<file path="src/rtl/vgm_pkg.sv">
// Shared constants and FSM state type for the VGM-to-YM2149 command player.
package vgm_pkg;

  // VGM opcodes understood by the player
  localparam logic [7:0] OP_AY_WRITE   = 8'hA0;
  localparam logic [7:0] OP_WAIT_N     = 8'h61;
  localparam logic [7:0] OP_WAIT_735   = 8'h62;
  localparam logic [7:0] OP_WAIT_882   = 8'h63;
  localparam logic [3:0] OP_WAIT_SHORT = 4'h7;   // upper nibble of 0x70-0x7F
  localparam logic [7:0] OP_END        = 8'h66;

  // Canned frame waits in 44.1 kHz samples (60 Hz / 50 Hz frames)
  localparam logic [15:0] WAIT_NTSC = 16'd735;
  localparam logic [15:0] WAIT_PAL  = 16'd882;

  typedef enum logic [2:0] {
    ST_OPCODE,
    ST_ARG0,
    ST_ARG1,
    ST_WRITE,
    ST_GAP,
    ST_WAIT,
    ST_DONE,
    ST_ERR
  } state_t;

  // States in which the player is working on a command and cannot take bytes
  function automatic logic is_busy_state(state_t s);
    return s inside {ST_WRITE, ST_GAP, ST_WAIT};
  endfunction

endpackage

</file>
<file path="src/rtl/vgm_wait_timer.sv">
// Sample-accurate wait timer: a SAMPLE_DIV clock divider feeding a 16-bit
// sample down-counter. expire is high on the last clock of an N-sample wait,
// so a wait loaded with N and counted continuously lasts N*SAMPLE_DIV clocks.
module vgm_wait_timer #(
  parameter int SAMPLE_DIV = 567
) (
  input  logic        clk,
  input  logic        rst,
  input  logic        load,
  input  logic [15:0] load_val,
  input  logic        count,
  output logic        expire
);

  localparam int DIV_W = (SAMPLE_DIV > 1) ? $clog2(SAMPLE_DIV) : 1;
  localparam logic [DIV_W-1:0] DIV_LAST = DIV_W'(SAMPLE_DIV - 1);

  logic [DIV_W-1:0] div_q;
  logic [15:0]      samples_q;

  // Divider and sample counter; load restarts the divider from zero
  always_ff @(posedge clk) begin
    // NOTE: non-blocking assignments in clocked blocks so every register
    // samples pre-edge values regardless of statement order.
    if (rst) begin
      div_q     <= '0;
      samples_q <= '0;
    end else if (load) begin
      div_q     <= '0;
      samples_q <= load_val;
    end else if (count) begin
      if (div_q == DIV_LAST) begin
        div_q <= '0;
        if (samples_q != 16'd0) samples_q <= samples_q - 16'd1;
      end else begin
        div_q <= div_q + DIV_W'(1);
      end
    end
  end

  assign expire = count && (samples_q <= 16'd1) && (div_q == DIV_LAST);

endmodule

</file>
<file path="src/rtl/vgm_psg_player.sv">
// VGM command stream decoder driving the YM2149 register-write port.
// Accepts one byte per transfer, emits shaped write strobes and timed waits.
module vgm_psg_player
  import vgm_pkg::*;
#(
  parameter int SAMPLE_DIV = 567,
  parameter int WR_HOLD    = 2,
  parameter int WR_GAP     = 2
) (
  input  logic       in_clk,
  input  logic       in_rst,
  input  logic [7:0] in_data,
  input  logic       in_valid,
  output logic       out_ready,
  output logic [3:0] out_reg,
  output logic [7:0] out_val,
  output logic       out_wr,
  output logic       out_busy,
  output logic       out_done,
  output logic       out_err
);

  localparam int STROBE_MAX = (WR_HOLD > WR_GAP) ? WR_HOLD : WR_GAP;
  localparam int SC_W       = $clog2(STROBE_MAX + 1);
  localparam logic [SC_W-1:0] HOLD_LAST = SC_W'(WR_HOLD - 1);
  localparam logic [SC_W-1:0] GAP_LAST  = SC_W'(WR_GAP - 1);

  state_t          state_q, state_d;
  logic [7:0]      op_q;
  logic [7:0]      arg0_q;
  logic [SC_W-1:0] strobe_cnt_q;
  logic            xfer;
  logic            wr_commit;
  logic            timer_load;
  logic [15:0]     timer_val;
  logic            timer_expire;

  assign out_ready = state_q inside {ST_OPCODE, ST_ARG0, ST_ARG1};
  assign out_done  = (state_q == ST_DONE);
  assign out_err   = (state_q == ST_ERR);
  assign xfer      = in_valid & out_ready;

  vgm_wait_timer #(
    .SAMPLE_DIV(SAMPLE_DIV)
  ) u_wait_timer (
    .clk     (in_clk),
    .rst     (in_rst),
    .load    (timer_load),
    .load_val(timer_val),
    .count   (state_q == ST_WAIT),
    .expire  (timer_expire)
  );

  // Next-state decode, timer load and register-write commit
  always_comb begin
    // NOTE: defaults first so every path assigns every output -- no latches.
    state_d    = state_q;
    timer_load = 1'b0;
    timer_val  = 16'd0;
    wr_commit  = 1'b0;
    unique case (state_q)
      ST_OPCODE: begin
        if (xfer) begin
          if (in_data == OP_AY_WRITE || in_data == OP_WAIT_N) begin
            state_d = ST_ARG0;
          end else if (in_data == OP_WAIT_735) begin
            timer_load = 1'b1;
            timer_val  = WAIT_NTSC;
            state_d    = ST_WAIT;
          end else if (in_data == OP_WAIT_882) begin
            timer_load = 1'b1;
            timer_val  = WAIT_PAL;
            state_d    = ST_WAIT;
          end else if (in_data[7:4] == OP_WAIT_SHORT) begin
            timer_load = 1'b1;
            timer_val  = {12'd0, in_data[3:0]} + 16'd1;
            state_d    = ST_WAIT;
          end else if (in_data == OP_END) begin
            state_d = ST_DONE;
          end else begin
            state_d = ST_ERR;
          end
        end
      end
      ST_ARG0: begin
        if (xfer) state_d = ST_ARG1;
      end
      ST_ARG1: begin
        if (xfer) begin
          if (op_q == OP_AY_WRITE) begin
            // Only the first chip's 16 registers are writable; others are dropped
            if (arg0_q[7:4] == 4'd0) begin
              wr_commit = 1'b1;
              state_d   = ST_WRITE;
            end else begin
              state_d = ST_OPCODE;
            end
          end else if ({in_data, arg0_q} == 16'd0) begin
            state_d = ST_OPCODE;
          end else begin
            timer_load = 1'b1;
            timer_val  = {in_data, arg0_q};
            state_d    = ST_WAIT;
          end
        end
      end
      ST_WRITE: begin
        if (strobe_cnt_q == HOLD_LAST) state_d = ST_GAP;
      end
      ST_GAP: begin
        if (strobe_cnt_q == GAP_LAST) state_d = ST_OPCODE;
      end
      ST_WAIT: begin
        if (timer_expire) state_d = ST_OPCODE;
      end
      ST_DONE: state_d = ST_DONE;
      ST_ERR:  state_d = ST_ERR;
      default: state_d = ST_OPCODE;
    endcase
  end

  // State, argument capture, strobe timing and registered port outputs
  always_ff @(posedge in_clk) begin
    if (in_rst) begin
      state_q      <= ST_OPCODE;
      op_q         <= 8'd0;
      arg0_q       <= 8'd0;
      strobe_cnt_q <= '0;
      out_reg      <= 4'd0;
      out_val      <= 8'd0;
      out_wr       <= 1'b0;
      out_busy     <= 1'b0;
    end else begin
      state_q <= state_d;
      if (xfer && state_q == ST_OPCODE) op_q   <= in_data;
      if (xfer && state_q == ST_ARG0)   arg0_q <= in_data;
      if (wr_commit) begin
        out_reg <= arg0_q[3:0];
        out_val <= in_data;
      end
      if (state_d != state_q) begin
        strobe_cnt_q <= '0;
      end else if (state_q inside {ST_WRITE, ST_GAP}) begin
        strobe_cnt_q <= strobe_cnt_q + SC_W'(1);
      end
      // Strobe and busy are registered from the next state so they are glitch-free
      out_wr   <= (state_d == ST_WRITE);
      out_busy <= is_busy_state(state_d);
    end
  end

endmodule

</file>
<file path="config.mk">
export PLATFORM = sky130hd
export DESIGN_NAME = vgm_psg_player
export DESIGN_NICKNAME = d
export VERILOG_FILES = /design/src/rtl/vgm_pkg.sv /design/src/rtl/vgm_wait_timer.sv /design/src/rtl/vgm_psg_player.sv
export SDC_FILE = /design/constraint.sdc
export NUM_CORES = 1
export LEC_CHECK = 0
export BUFFER_PORTS_ARGS = -buffer_cell sky130_fd_sc_hd__buf_2
export CORE_ASPECT_RATIO = 1.4
export CORE_MARGIN = 2
export CORE_UTILIZATION = 55
export DETAILED_ROUTE_END_ITERATION = 6
export PLACE_DENSITY = 0.82
export SYNTH_ARGS = -nofsm -noshare
export SYNTH_HDL_FRONTEND = slang
export SYNTH_HIERARCHICAL = 1
export SYNTH_SLANG_ARGS = --single-unit
</file>
<file path="constraint.sdc">
create_clock -name in_clk -period 3.45 [get_ports in_clk]
set_input_delay 0.69 -clock in_clk [delete_from_list [all_inputs] [get_ports in_clk]]
set_output_delay 0.69 -clock in_clk [all_outputs]
set_load 0.02 [all_outputs]
</file>
==> reports/summary.txt <==
Critical R2R Launch -> u_wait_timer/div_q[1]
hold_buf cts -> 0
final hold vios -> 0
Worst setup EP type -> flip-flop
number of CTS-inserted buffers -> 9
top_reg_cell synth -> dfxtp_1
area leader, netlist -> dfxtp_1
Final Cycle Share -> 0.818
Final Critical Period -> 2.82 ns
clock slew at reported path FFs -> 0.07 ns
CP max-delay cell -> or3_1
Fmax -> 355 MHz
P&R area growth vs syn -> 9.20%
clock root buffer -> clkbuf_8
# DRC -> 0
IO buf count -> 27
Seq cells post-synth -> 61
Largest register FFs -> 16
TritonRoute pass-1 iters -> 5
largest net degree at the start of global routing -> 51
Setup crit start -> in_data[3]
slowest stage delay, CP -> 0.43 ns
row cnt -> 34
commonest non-fill, non-tap cell in the layout -> dfxtp_1
share of the synthesized area in the top cell type -> 0.345
Leak -> 0.00154 uW
n_diodes -> 0
core area -> 0.00621 sq mm
syn_area_per_cell -> 8.09 sq um
filler cell count -> 552
CP Class -> in -> reg
register area share after synthesis -> 0.345
total setup buffers inserted after CTS -> 0
WHS Path Cells -> 2
vias in the first global route -> 3042
Via density -> 6.09
Top reg by flops -> u_wait_timer/samples_q
worst-path cell chain -> buf_2, or3_1, nor2_1, o21ai_0, a211oi_1, a31oi_1, nor3_1, inv_1, nor2_1, a211oi_1
Worst Setup Start Kind -> input pin
Unique masters post-synth -> 62
fraction of layout cells with a size suffix above 1 -> 0.133
drt wl/cell -> 15.7 um
Die Height -> 98.9 um
Initial DRC Count -> 200
vias -> 3224
Arr. time, crit path -> 3.00 ns
grt ovf -> 0
reg2reg path depth -> 9
RSZ-0062 raised after global routing -> no
relative slew slack -> 0.398
outcome -> finished, final reports clean
worst min path class -> reg -> reg
die area -> 0.00710 sq mm
Post-synth EDFFs -> 0
DP Wirelength -> 6070 um
synthesized area -> 0.00354 sq mm
ys async rst share -> 0
Final Setup Violations -> 0
total chip power -> 2610 uW
H-tree levels -> 3
Synth area leaders -> dfxtp_1, nor2_1, nand2_1
P per Cell Area -> 675 mW/mm^2
Worst path top cell family by delay -> simple AND/OR/NAND/NOR gates
Layout Skew -> 0.00527 ns
first-pass GRT wire length -> 13800 um
CP required -> 3.63 ns
initial core utilization -> 0.569
commonest cells after routing, fill and taps aside -> dfxtp_1, nor2_1, nand2_1, a21oi_1, buf_2
crit path max fanout -> 23
Top Registers -> u_wait_timer/samples_q (16), u_wait_timer/div_q (10)
Max Slew Vio Count -> 0
Hold Path Sink -> op_q[4]
GPL Wtd Cong -> 0.937
initial antenna violation count -> 0
Syn. warnings -> 6
die width -> 71.8 um
worst slew pin tran -> 0.903 ns
maximum clock path buffer count -> 2
# nets final -> 473
clock net sink count -> 61
setup TNS -> 0 ns
Peak VDD IR -> 0.304 mV
max-cap viol count -> 0
R2R Path End -> out_busy
worst hold path startpoint -> op_q[4]
Post-Syn Nets -> 458
Mapped Cells -> 437
CP bufs+invs -> 2
Post-DRT Antenna Nets -> 0
I/O pin cnt -> 28
CTS tree -> done
Tot GR Track Use -> 0.245
FF-to-FF setup slack -> 0.73 ns
area of the multi-input gates -> 0.00209 sq mm
routed wire length -> 8320 um
clk_lat worst skew -> 0.34 ns
CTS resizes -> 0
register area -> 0.00122 sq mm
[tightest hold or removal path: stages (launching register included)]
cell and delay [ns]:
dfxtp_1 0.31, nand2_1 0.05, a21oi_1 0.05
[synth_stat cells (5+ instances only)]
cell type and instances:
and3_1 9, xnor2_1 8, a211oi_1 12, inv_1 14, nor2_1 60, nand4_1 12
and2_1 6, nor3_1 17, a21oi_1 29, o21ai_0 9, nand2_1 51, clkbuf_1 16
nand3_1 11, ha_1 10, mux2i_1 11, a22o_1 8, buf_2 5, dfxtp_1 61
xor2_1 11
[power breakdown]
part	leakage (uW)	total (uW)	internal [uW]	switching, uW
combinational	0.000940	991	375	616
clock	0.000110	718	447	271
sequential	0.000495	896	804	91.9
[kinds of logic (layout without fill, tap and decap cells)]
group	Yosys count	after routing	synth area share
AND/OR/NAND/NOR	208	208	0.315
AO/OA/AOI/OAI	84	84	0.160
flip-flops	61	61	0.345
buffers and inverters	43	63	0.0633
XOR/XNOR	19	19	0.0471
multiplexers	12	12	0.0343
adder cells (fa/ha/maj)	10	10	0.0354
[metrics by stage]
step | std cells | instance area, sq um | utilization | setup WS (ns) | hold WS (ns)
floorplan | 437 | 3540 | - | 0.495 | 0.432
CTS | 529 | 3860 | 0.622 | 0.696 | 0.456
detailed placement | 513 | 3630 | 0.585 | 0.337 | 0.447
global route | 529 | 3860 | 0.622 | 0.354 | 0.479
finish | 529 | 3860 | 0.622 | 0.630 | 0.458
global placement | 513 | 3630 | 0.585 | 0.383 | 0.446
[layout make-up]
type                       count  share of cell area
multi-input combinational    333               0.541
sequential                    61               0.316
timing repair buffer          33              0.0467
clock buffer                  13              0.0412
tap                           72              0.0233
clock inverter                 3              0.0175
inverter                      14              0.0136
[worst max-delay path by stage]
stage	cells after the start	end	slack (ns)
after global routing	10	u_wait_timer/samples_q[13]	0.35
after CTS	10	u_wait_timer/samples_q[2]	0.70
after floorplan	11	u_wait_timer/samples_q[0]	0.49
after detailed placement	10	u_wait_timer/samples_q[2]	0.34
after global placement	11	u_wait_timer/div_q[1]	0.38
final	10	u_wait_timer/samples_q[2]	0.63
[metal layers]
layer / GRT usage / routed length, um / share of wire
met5: 0 / 0 / 0
met4: 0.112 / 230 / 0.028
met2: 0.449 / 4440 / 0.53
met1: 0.265 / 3350 / 0.40
met3: 0.0470 / 304 / 0.037
No activity file was read; power rests on OpenSTA's default activity.
